`src/rtl/life_array_grid.sv`:
```
// Parametrised ROWS x COLS Game-of-Life array with edge-triggered load/step and a multi-generation run engine.
// Optional LIFE_TORUS_EN wraps the array toroidally; otherwise boundary neighbours come from n/s/e/w/corner ports.
module life_array_grid #(
    parameter int ROWS  = 4,
    parameter int COLS  = 4,
    parameter int GEN_W = 16
) (
    input  logic                 clk,
    input  logic                 reset,
    input  logic [ROWS*COLS-1:0] val,
    input  logic                 write_enb,
    input  logic                 step,
    input  logic                 run_start,
    input  logic [GEN_W-1:0]     run_len,
    input  logic [COLS-1:0]      n,
    input  logic [COLS-1:0]      s,
    input  logic [ROWS-1:0]      w,
    input  logic [ROWS-1:0]      e,
    input  logic                 nw,
    input  logic                 ne,
    input  logic                 sw,
    input  logic                 se,
    output logic [ROWS*COLS-1:0] alive,
    output logic [ROWS*COLS-1:0] alive_prev,
    output logic [GEN_W-1:0]     gen_count,
    output logic                 busy,
    output logic                 done,
    output logic                 stable,
    output logic                 extinct
);

    localparam int N  = ROWS * COLS;
    localparam int PW = COLS + 2;
    localparam int PH = ROWS + 2;

    localparam logic [0:0] S_IDLE = 1'b0;
    localparam logic [0:0] S_RUN  = 1'b1;

    logic [0:0]       state;
    logic [GEN_W-1:0] remaining;
    logic             we_q;
    logic             step_q;
    logic             load_fire;
    logic             step_fire;
    logic [PH*PW-1:0] pad;
    logic [N-1:0]     next_gen;
    logic [3:0]       cnt;

`ifdef LIFE_TORUS_EN
    logic unused_edges;
    assign unused_edges = ^{n, s, w, e, nw, ne, sw, se};

    // Padded ring is filled from the opposite edge so every cell sees a wrapped neighbourhood.
    always_comb begin
        pad = '0;
        for (int r = 0; r < PH; r++) begin
            for (int c = 0; c < PW; c++) begin
                pad[r*PW+c] = alive[((r + ROWS - 1) % ROWS) * COLS + ((c + COLS - 1) % COLS)];
            end
        end
    end
`else
    logic [PW-1:0] top_row;
    logic [PW-1:0] bot_row;
    assign top_row = {ne, n, nw};
    assign bot_row = {se, s, sw};

    always_comb begin
        pad = '0;
        for (int r = 0; r < PH; r++) begin
            for (int c = 0; c < PW; c++) begin
                if (r == 0)
                    pad[r*PW+c] = top_row[c];
                else if (r == PH - 1)
                    pad[r*PW+c] = bot_row[c];
                else if (c == 0)
                    pad[r*PW+c] = w[r-1];
                else if (c == PW - 1)
                    pad[r*PW+c] = e[r-1];
                else
                    pad[r*PW+c] = alive[(r-1)*COLS + (c-1)];
            end
        end
    end
`endif

    // Cell (r,c) sits at padded (r+1,c+1), so its neighbourhood spans padded rows r..r+2.
    always_comb begin
        next_gen = '0;
        cnt      = '0;
        for (int r = 0; r < ROWS; r++) begin
            for (int c = 0; c < COLS; c++) begin
                cnt = 4'(pad[r*PW+c])       + 4'(pad[r*PW+c+1])       + 4'(pad[r*PW+c+2])
                    + 4'(pad[(r+1)*PW+c])                             + 4'(pad[(r+1)*PW+c+2])
                    + 4'(pad[(r+2)*PW+c])   + 4'(pad[(r+2)*PW+c+1])   + 4'(pad[(r+2)*PW+c+2]);
                next_gen[r*COLS+c] = (cnt == 4'd3) | (alive[r*COLS+c] & (cnt == 4'd2));
            end
        end
    end

    always_ff @(posedge clk or negedge reset) begin
        if (!reset) begin
            state      <= S_IDLE;
            remaining  <= '0;
            we_q       <= 1'b0;
            step_q     <= 1'b0;
            load_fire  <= 1'b0;
            step_fire  <= 1'b0;
            alive      <= '0;
            alive_prev <= '0;
            gen_count  <= '0;
            done       <= 1'b0;
        end else begin
            we_q      <= write_enb;
            step_q    <= step;
            load_fire <= write_enb & ~we_q;
            step_fire <= step & ~step_q;
            done      <= 1'b0;
            if (load_fire) begin
                // A load aborts any run silently.
                alive      <= val;
                alive_prev <= val;
                gen_count  <= '0;
                state      <= S_IDLE;
            end else if (state == S_IDLE) begin
                if (step_fire) begin
                    alive_prev <= alive;
                    alive      <= next_gen;
                    gen_count  <= gen_count + 1'b1;
                end else if (run_start) begin
                    if (run_len == '0) begin
                        done <= 1'b1;
                    end else begin
                        state     <= S_RUN;
                        remaining <= run_len;
                    end
                end
            end else begin
                alive_prev <= alive;
                alive      <= next_gen;
                gen_count  <= gen_count + 1'b1;
                remaining  <= remaining - 1'b1;
                if (remaining == GEN_W'(1) || next_gen == '0) begin
                    state <= S_IDLE;
                    done  <= 1'b1;
                end
            end
        end
    end

    assign busy    = (state == S_RUN);
    assign stable  = (alive == alive_prev);
    assign extinct = (alive == '0);

endmodule

```
`config.mk`:
```
export PLATFORM = sky130hd
export DESIGN_NAME = life_array_grid
export DESIGN_NICKNAME = d
export VERILOG_FILES = /design/src/rtl/life_array_grid.sv
export SDC_FILE = /design/constraint.sdc
export NUM_CORES = 1
export LEC_CHECK = 0
export ABC_AREA = 1
export BUFFER_PORTS_ARGS = -buffer_cell sky130_fd_sc_hd__buf_2
export CAP_MARGIN = 5
export CORE_MARGIN = 2
export CORE_UTILIZATION = 45
export CTS_BUF_LIST = sky130_fd_sc_hd__clkbuf_8
export CTS_CLUSTER_SIZE = 24
export DETAILED_ROUTE_END_ITERATION = 16
export PLACE_DENSITY = 0.68
export SYNTH_ARGS = -nofsm -noshare
export SYNTH_HDL_FRONTEND = slang
export SYNTH_SLANG_ARGS = --single-unit
```
`constraint.sdc`:
```
create_clock -name clk -period 3.5 [get_ports clk]
set_input_delay 0.525 -clock clk [delete_from_list [all_inputs] [get_ports clk]]
set_output_delay 0.525 -clock clk [all_outputs]
set_load 0.01 [all_outputs]
```
==> results.json, run 1 <==
{
  "dieArea_mm2": 0.0161,
  "hold_start": "write_enb",
  "finalWorstSetupSlack_ns": -0.0811,
  "yosysMostFrequentCell": "nand2_1",
  "reg2reg_slack_ns": -0.08,
  "place.gp.congestion": 0.867,
  "ys.flop_type": "dfrtp_1",
  "nNetsFinal": 1236,
  "io_buffers": 108,
  "yosysSeqAreaShare_pct": 25.7,
  "via_per_inst": 4.99,
  "routed_wl_um": 18200,
  "drv_slew": 0,
  "cpPeakStageDelay_ns": 0.49,
  "cp.required_ns": 3.80,
  "antenna_cells": 0,
  "grt_pass1_vias": 6277,
  "num-fill-cells": 1361,
  "violations": "setup timing",
  "grt_max_degree": 71,
  "postSynth.asyncResetShare_pct": 100,
  "cts_max_level": 3,
  "antenna_found_initial": 0,
  "timing.rr.end": "busy",
  "cts_inserted_buffers": 9,
  "die_w_um": 127,
  "cp-end-kind": "register",
  "dpl.hpwl_um": 14200,
  "synth-edff-count": 0,
  "grt_pass1_wl_um": 30900,
  "rsz0062_at_grt": "true",
  "min_period_ns": 3.58,
  "r2r_start": "alive[5]",
  "status": "complete, but fails checks",
  "hold_path_end": "we_q",
  "vias": 6248,
  "layout-drive-gt1-share_pct": 22.6,
  "crit_path_max_fanout": 5,
  "rows": 44,
  "max_freq_mhz": 279,
  "synth.top_cells.by_count": "nand2_1 (193), inv_1 (163), nor2_1 (104)",
  "insertion_delay_ns": 0.37,
  "maxSlewHeadroom_pct": 37.9,
  "min_path_cells": 1,
  "cp.arrival_ns": 3.89,
  "first_pass_iters": 6,
  "cts_tree": "yes",
  "routedWlPerCell_um": 14.6,
  "worst_pin_slew_ns": 0.931,
  "fin_skew_ns": 0.0110,
  "multi_input_area_mm2": 0.00442,
  "syn_area_per_cell_um2": 7.71,
  "synth_cell_types": 38,
  "synth.net_count": 1058,
  "synth_top_cells_by_area": "dfrtp_1 (26%), fa_1 (19%), nand2_1 (11%)",
  "root_buffer": "clkbuf_8",
  "grt_usage_pct": 24.1,
  "syn-cell-area_mm2": 0.00682,
  "drt-initial-drc-count": 269,
  "antenna_left": 0,
  "holdWs_ns": 0.273,
  "synth_cells": 884,
  "yosysTopAreaCell": "dfrtp_1",
  "ctsHoldBuffers": 0,
  "start_util_pct": 46.5,
  "reg2reg_depth": 18,
  "hold_viol_final": 0,
  "cts.reportedPaths.clkPinSlew_ns": 0.08,
  "synth_top_area_share_pct": 25.7,
  "cts.path.max_buffers": 2,
  "cpMostUsedCell": "nand2_1",
  "ys_seq_elements": 70,
  "clock_sinks": 70,
  "slowest_stage": "fa_1",
  "core_area_mm2": 0.0146,
  "worstPathCellList": "clkinvlp_4 > buf_4 > fa_1 > fa_1 > fa_1 > inv_1 > ha_2 > fa_1 > o21ai_1 > nor2_1 > nand2_1 > nand2_1 > nor2_1 > nand2_1 > inv_1 > nand2_1 > nand3_1 > nand2_1",
  "drc": 0,
  "setup_viol": 2,
  "crit_type": "register to register",
  "layout-area-overhead-vs-synth_pct": 22.9,
  "finalCritPeriodShare_pct": 102,
  "min_path_type": "input port to register",
  "io_pins": 109,
  "regArea_mm2": 0.00176,
  "die_h_um": 127,
  "grt_overflow_total": 0,
  "maxCapViolations": 0,
  "crit_start": "alive[5]",
  "startpoint_type": "register",
  "ys_warn_count": 0
}
==> critical path, delay by kind of cell, from the launching register on <==
kind	cells	cell delay, ns
flops	1	0.39
fa+ha+maj	5	2.06
simple gates	8	0.58
compound gates	1	0.06
buf+inv	4	0.44
==> layer usage <==
layer / share of wire (%) / up-vias / global-route usage (%)
met1: 46 / 2942 / 33.3
met3: 4.7 / 31 / 3.52
met4: 1.8 / 0 / 6.92
met5: 0 / - / 0
li1: - / 3124 / -
met2: 48 / 151 / 39.9
==> logic make-up (layout without fill, tap and decap cells) <==
| group | Yosys count | in the layout | share of synthesized area (%) |
|---|---|---|---|
| buf+inv | 184 | 367 | 10.4 |
| flops | 70 | 70 | 25.7 |
| xor+xnor | 21 | 21 | 2.70 |
| compound gates | 108 | 108 | 8.88 |
| fa+ha+maj | 117 | 117 | 28.5 |
| simple gates | 384 | 384 | 23.8 |
==> layout make-up <==
type | count | area share (%)
timing repair buffer | 185 | 13.7
clock buffer | 11 | 1.81
inverter | 166 | 7.63
tap | 184 | 2.75
sequential | 70 | 21.0
clock inverter | 5 | 0.403
multi-input combinational | 630 | 52.7
==> how the worst max path moves through the flow <==
stage / endpoint / slack (ns) / cells past startpoint
4_1_cts: busy / -0.07 / 18
6_report: busy / -0.08 / 18
3_3_place_gp: busy / -0.28 / 19
5_1_grt: busy / -0.27 / 20
3_5_place_dp: busy / -0.35 / 19
2_1_floorplan: done / -0.02 / 16
==> cell usage in the layout (no fill, tap or decap), types with 6 or more instances in the layout <==
cell and instances:
nand2_1 190, inv_1 155, buf_2 107, nor2_1 103, buf_4 75, dfrtp_1 67, fa_1 64, ha_1 47
nand3_1 41, o21ai_0 38, a21oi_1 38, a22oi_1 17, nand4_1 16, xnor2_1 14, nor3_1 12, clkbuf_8 11
o21ai_1 7, xor2_1 7, inv_2 6, nand2_2 6
==> flip-flops by register name, summed over array words and instances (netlist names) <==
signal	count
step_fire	1
busy	1
remaining	16
step_q	1
done	1
alive	16
alive_prev	16
we_q	1
gen_count	16
load_fire	1
==> through the flow <==
step	setup TNS, ns	cell area, um^2	utilization, %	setup WS (ns)	cells
after floorplan	-0.0348	6830	-	-0.0221	884
after global placement	-0.670	8060	55.0	-0.282	1227
after detailed placement	-1.07	8060	55.0	-0.351	1227
after CTS	-0.151	8300	56.7	-0.0670	1248
after global routing	-0.592	8380	57.2	-0.268	1251
final	-0.160	8380	57.2	-0.0811	1251
==> repair_timing <==
| item | in CTS | in global routing |
|---|---|---|
| endpoints found under the setup margin | 2 | 8 |
| pin swaps | 5 | 7 |
| gates resized for setup | 6 | 21 |
| endpoints found under the hold margin | 0 | 0 |
| setup buffers | 5 | 6 |
Power of run 1 is left out: the tool's default activity adds up to more than one toggle a clock period on the data nets, which glitch-free logic cannot reach.
==> run 2: changes to the inputs <==
--- a/config.mk
+++ b/config.mk
@@ -5,7 +5,6 @@
 export SDC_FILE = /design/constraint.sdc
 export NUM_CORES = 1
 export LEC_CHECK = 0
-export ABC_AREA = 1
 export BUFFER_PORTS_ARGS = -buffer_cell sky130_fd_sc_hd__buf_2
 export CAP_MARGIN = 5
 export CORE_MARGIN = 2
@@ -13,7 +12,7 @@
 export CTS_BUF_LIST = sky130_fd_sc_hd__clkbuf_8
 export CTS_CLUSTER_SIZE = 24
 export DETAILED_ROUTE_END_ITERATION = 16
-export PLACE_DENSITY = 0.68
+export PLACE_DENSITY = 0.69
 export SYNTH_ARGS = -nofsm -noshare
 export SYNTH_HDL_FRONTEND = slang
 export SYNTH_SLANG_ARGS = --single-unit
==> run 2 against run 1 <==
Clock skew up 0.0012 ns. Setup slack worse by 0.48 ns. Synthesized cell count shrank 20%. Design area fell by 1.1%. Sequential share of layout area is 0.24 points higher. Register-to-register slack got worse by 0.48 ns. Maximum frequency is 12% lower. Hold slack lost 0.0039 ns. Non-clock buffer count increased by 16. Routed wire length shrank 3.7%. Sequential cell count unchanged. Via count down 8.0%. Critical path type unchanged. The run still ends with setup timing left. Critical endpoint is now done.
==> results.json, run 2 <==
{
  "grt_overflow_total": 0,
  "final_area_mm2": 0.00829,
  "grt_usage_pct": 22.9,
  "antenna_left": 0,
  "start_util_pct": 46.5,
  "syn_area_per_cell_um2": 9.26,
  "nNetsFinal": 1068,
  "worstPathCellList": "clkinvlp_4 > fa_1 > fa_1 > fa_1 > inv_1 > ha_2 > fa_2 > and3b_1 > o211ai_1 > and4_1 > nand4_1 > or3_4 > a311oi_2",
  "insertion_delay_ns": 0.37,
  "io_pins": 109,
  "maxSlewHeadroom_pct": 37.5,
  "vias": 5749,
  "dpl_cell_area_mm2": 0.00773,
  "routedWlPerCell_um": 16.3,
  "yosysSeqAreaShare_pct": 26.9,
  "first_pass_iters": 5,
  "cpMostUsedCell": "fa_1",
  "clockPowerShare_pct": 7.1,
  "crit_type": "register to register",
  "critical_path_buf_inv_count": 2,
  "root_buffer": "clkbuf_8",
  "cts_max_level": 3,
  "mostFrequentLayoutCells": "buf_2 (107), inv_1 (103), buf_4 (90)",
  "worst_pin_slew_ns": 0.938,
  "synth.net_count": 877,
  "cp-end-kind": "register",
  "synth_top_cells_by_area": "dfrtp_1 (27%), fa_1 (20%), ha_1 (10%)",
  "switching_share_pct": 47.1,
  "finalCritPeriodShare_pct": 116,
  "share_comb_of_total_power_pct": 77.8,
  "status": "complete, but fails checks",
  "hold_viol_final": 0,
  "antenna_cells": 0,
  "via_per_inst": 5.33,
  "ctsHoldBuffers": 0,
  "internal_power_mw": 5.20,
  "drt-initial-drc-count": 421,
  "drc": 0,
  "place.gp.congestion": 0.814,
  "dieArea_mm2": 0.0154,
  "setup_viol": 4,
  "rsz0062_at_grt": "true",
  "dpl.hpwl_um": 13000,
  "routed_wl_um": 17600,
  "min_period_ns": 4.06,
  "final_common_cell": "buf_2",
  "cp.required_ns": 3.77,
  "synth.top_cells.by_count": "inv_1 (112), dfrtp_1 (70), fa_1 (64)",
  "io_buffers": 108,
  "cts_tree": "yes",
  "crit_path_max_fanout": 4,
  "tns_ns": -1.37,
  "grt_pass1_wl_um": 28400,
  "antenna_found_initial": 0,
  "startpoint_type": "register",
  "synth-edff-count": 0,
  "violations": "setup timing",
  "ys_seq_elements": 70,
  "ys_warn_count": 0,
  "drv_slew": 0,
  "min_path_type": "input port to register",
  "core_area_mm2": 0.0140,
  "cts.path.max_buffers": 2,
  "utilization_pct": 59.2,
  "finalWorstSetupSlack_ns": -0.563,
  "die_w_um": 124,
  "cpPeakStageDelay_ns": 0.53,
  "cts.reportedPaths.clkPinSlew_ns": 0.08,
  "cts_inserted_buffers": 9,
  "slowest_stage": "fa_1",
  "synth_top_area_share_pct": 26.9,
  "postSynth.asyncResetShare_pct": 100,
  "ys.flop_type": "dfrtp_1",
  "cp.arrival_ns": 4.34,
  "regArea_mm2": 0.00176,
  "crit_family": "adder cells",
  "clock_sinks": 70,
  "synth_cells": 703,
  "power.switching_mw": 4.63,
  "yosysMostFrequentCell": "inv_1",
  "max_freq_mhz": 246,
  "grt_pass1_vias": 5586,
  "p_leak_nw": 4.10,
  "rows": 43,
  "vdd_drop_max_uv": 711,
  "synth_cell_types": 63,
  "die_h_um": 124,
  "grt_max_degree": 71,
  "layout-area-overhead-vs-synth_pct": 27.3,
  "syn-cell-area_mm2": 0.00651,
  "num-fill-cells": 1257,
  "power_frac_seq_pct": 15.0,
  "multi_input_area_mm2": 0.00440,
  "layout-drive-gt1-share_pct": 31.4,
  "maxCapViolations": 0,
  "yosysTopAreaCell": "dfrtp_1",
  "power.density_mw_per_mm2": 1190,
  "fin_skew_ns": 0.0121
}
-- run 2: cell count changes in the layout (fill, tap and decap cells not counted), sizes merged, moves of 14 or more --
cell,before,now
nand2,197,61
inv,164,110
nor2,107,57
nand3,42,11
a22oi,20,0
buf,185,201
a31oi,1,15
-- run 2: what timing repair did --
item	4_1_cts	5_1_grt
resized for setup	10	51
pin swaps	5	21
endpoints found under the setup margin	9	15
buffers inserted	7	16
-- run 2: worst paths after layout --
check,cells after the start,from,slack (ns),end
min in group asynchronous,1,reset,0.29,remaining[3]
max in group asynchronous,1,reset,2.54,alive[9]
hold / removal,1,write_enb,0.27,we_q
setup / recovery,13,alive[5],-0.56,done
hold reg to reg,1,step_q,0.39,step_fire
setup reg to reg,13,alive[5],-0.56,done
-- run 2: cells by family after synthesis --
group | Yosys count | share of synthesized area (%)
muxes | 4 | 0.615
adders and majority gates | 117 | 29.9
xor gates and xnor gates | 29 | 3.90
buffers and inverters | 133 | 8.15
and+or+nand+nor | 197 | 15.2
DFF | 70 | 26.9
AOI/OAI and AO/OA | 153 | 15.3
-- run 2: metrics by stage --
step	cells	hold slack [ns]	setup WS [ns]	total power, mW
3_5_place_dp	1040	0.383	-0.828	8.03
6_report	1079	0.269	-0.563	9.83
4_1_cts	1063	0.246	-0.548	8.98
3_3_place_gp	1040	0.382	-0.741	7.81
5_1_grt	1079	0.248	-0.689	10.9
2_1_floorplan	703	0.229	-0.531	5.70
-- run 2: final cells by class --
class	instances	area share [%]
clock buffer	10	1.66
clock inverter	6	0.755
inverter	112	5.27
multi-input combinational	500	53.1
sequential	70	21.2
tap	180	2.72
timing repair buffer	201	15.3
-- run 2: power groups by stage --
stage / clock network (mW) / registers (mW) / logic, mW
6_report: 0.699 / 1.48 / 7.66
5_1_grt: 0.761 / 1.53 / 8.65
4_1_cts: 0.720 / 1.47 / 6.79
3_5_place_dp: 0 / 1.48 / 6.55
3_3_place_gp: 0 / 1.47 / 6.34
2_1_floorplan: 0 / 1.54 / 4.15
-- run 2: metal layers --
metal	global-route usage, %	share of wire [%]	up-vias
met2	37.2	48	169
li1	-	-	2784
met1	31.8	44	2776
met4	5.02	1.8	0
met3	4.60	5.8	20
met5	0	0	-
(Power assumes the default switching activity.)
==> run 3: changes to the inputs <==
--- a/config.mk
+++ b/config.mk
@@ -7,11 +7,11 @@
 export LEC_CHECK = 0
 export BUFFER_PORTS_ARGS = -buffer_cell sky130_fd_sc_hd__buf_2
 export CAP_MARGIN = 5
-export CORE_MARGIN = 2
 export CORE_UTILIZATION = 45
 export CTS_BUF_LIST = sky130_fd_sc_hd__clkbuf_8
 export CTS_CLUSTER_SIZE = 24
 export DETAILED_ROUTE_END_ITERATION = 16
+export HOLD_SLACK_MARGIN = 0.06
 export PLACE_DENSITY = 0.69
 export SYNTH_ARGS = -nofsm -noshare
 export SYNTH_HDL_FRONTEND = slang
==> run 3 against run 2 <==
The flow still finishes with violations (setup timing). Largest power group unchanged. Combinational power is essentially flat. Via count down 0.42%. Highest routed layer unchanged. Critical endpoint is now busy. Power grew 0.35%.
==> results.json, run 3 (synthesized netlist as in run 2, its figures left out) <==
{
  "power_frac_seq_pct": 15.0,
  "io_pins": 109,
  "layout-drive-gt1-share_pct": 31.1,
  "antenna_left": 0,
  "vdd_drop_max_uv": 742,
  "switching_share_pct": 46.9,
  "max_freq_mhz": 250,
  "mostFrequentLayoutCells": "buf_2 (107), inv_1 (101), buf_4 (81)",
  "internal_power_mw": 5.24,
  "worst_pin_slew_ns": 0.951,
  "power.density_mw_per_mm2": 1190,
  "maxSlewHeadroom_pct": 36.6,
  "antenna_found_initial": 0,
  "layout-area-overhead-vs-synth_pct": 27.5,
  "cts_inserted_buffers": 9,
  "min_period_ns": 4.00,
  "via_per_inst": 5.34,
  "cts.reportedPaths.clkPinSlew_ns": 0.09,
  "grt_overflow_total": 0,
  "status": "complete, but fails checks",
  "holdWs_ns": 0.260,
  "die_h_um": 122,
  "place.gp.congestion": 0.882,
  "root_buffer": "clkbuf_8",
  "rsz0062_at_grt": "true",
  "dpl.hpwl_um": 13100,
  "vias": 5725,
  "antenna_cells": 0,
  "io_buffers": 108,
  "setup_viol": 4,
  "maxCapViolations": 0,
  "startpoint_type": "register",
  "grt_pass1_wl_um": 27800,
  "critical_path_buf_inv_count": 3,
  "first_pass_iters": 5,
  "num-fill-cells": 1262,
  "share_comb_of_total_power_pct": 77.3,
  "tns_ns": -1.08,
  "drt-initial-drc-count": 296,
  "cts_tree": "yes",
  "min_path_cells": 1,
  "fin_skew_ns": 0.0113,
  "power.total_mw": 9.87,
  "finalWorstSetupSlack_ns": -0.505,
  "power.switching_mw": 4.63,
  "cts.path.max_buffers": 2,
  "grt_max_degree": 71,
  "crit_family": "adder cells",
  "crit_cells": 13,
  "cp.arrival_ns": 4.28,
  "post-place-ws_ns": -0.785,
  "drv_slew": 0,
  "core_area_mm2": 0.0140,
  "cpMostUsedCell": "fa_1",
  "cp.required_ns": 3.77,
  "worstPathCellList": "inv_2 > buf_6 > fa_1 > fa_1 > fa_1 > inv_2 > ha_4 > fa_1 > a31o_2 > a32oi_2 > nand4_1 > or3_4 > a41o_1",
  "drc": 0,
  "routed_wl_um": 17300,
  "hold_viol_final": 0,
  "regArea_mm2": 0.00176,
  "finalCritPeriodShare_pct": 114,
  "clockPowerShare_pct": 7.7,
  "crit_type": "register to register",
  "crit_path_max_fanout": 3,
  "final_common_cell": "buf_2",
  "die_w_um": 122,
  "dieArea_mm2": 0.0149,
  "cpPeakStageDelay_ns": 0.55,
  "min_path_type": "input port to register",
  "insertion_delay_ns": 0.38,
  "nNetsFinal": 1061,
  "slowest_stage": "fa_1",
  "grt_usage_pct": 24.4,
  "clock_sinks": 70,
  "ctsHoldBuffers": 0,
  "start_util_pct": 46.5,
  "cts_max_level": 3,
  "routedWlPerCell_um": 16.1,
  "multi_input_area_mm2": 0.00442,
  "violations": "setup timing",
  "rows": 43,
  "cp-end-kind": "register",
  "reg2reg_depth": 13,
  "grt_pass1_vias": 5484,
  "p_leak_nw": 4.09
}
-- run 3: timing repair --
action | 4_1_cts | 5_1_grt
endpoints found under the hold margin | 0 | 0
setup buffers | 4 | 9
gates resized for setup | 13 | 53
pin swaps | 8 | 32
endpoints found under the setup margin | 7 | 15
-- run 3: layer usage --
| layer | wire length, um | global-route usage (%) |
|---|---|---|
| met3 | 906 | 4.83 |
| met4 | 485 | 7.32 |
| met2 | 8150 | 40.2 |
| met5 | 0 | 0 |
| met1 | 7720 | 32.3 |
-- run 3: final cells by class --
| class | count | share of cell area, % |
|---|---|---|
| repair buffers | 194 | 14.9 |
| well taps | 180 | 2.71 |
| inverters | 112 | 5.29 |
| multi-input cells | 500 | 53.3 |
| clock inverters | 7 | 1.18 |
| clock buffers | 9 | 1.49 |
| flip-flops and latches | 70 | 21.2 |
-- run 3: power groups by stage --
stage	registers, mW	clock network (mW)	logic [mW]
after floorplan	1.54	0	4.15
after global placement	1.46	0	6.42
after detailed placement	1.47	0	6.57
after CTS	1.46	0.788	6.84
after global routing	1.52	0.819	8.64
final	1.48	0.764	7.63
-- run 3: final timing paths --
| path | startpoint | to | slack (ns) |
|---|---|---|---|
| worst min-delay path | write_enb | we_q | 0.26 |
| min in group asynchronous | reset | remaining[2] | 0.27 |
| worst min register to register | we_q | load_fire | 0.39 |
| worst max-delay path | alive[2] | busy | -0.50 |
| max in group asynchronous | reset | alive[9] | 2.54 |
| worst max register to register | alive[2] | busy | -0.50 |
-- run 3: metrics by stage --
step	cells	utilization (%)	instance area [um^2]
after global placement	1044	55.6	7780
after detailed placement	1044	55.6	7780
after floorplan	703	-	6530
final	1072	59.3	8300
after CTS	1064	57.7	8080
after global routing	1072	59.3	8300
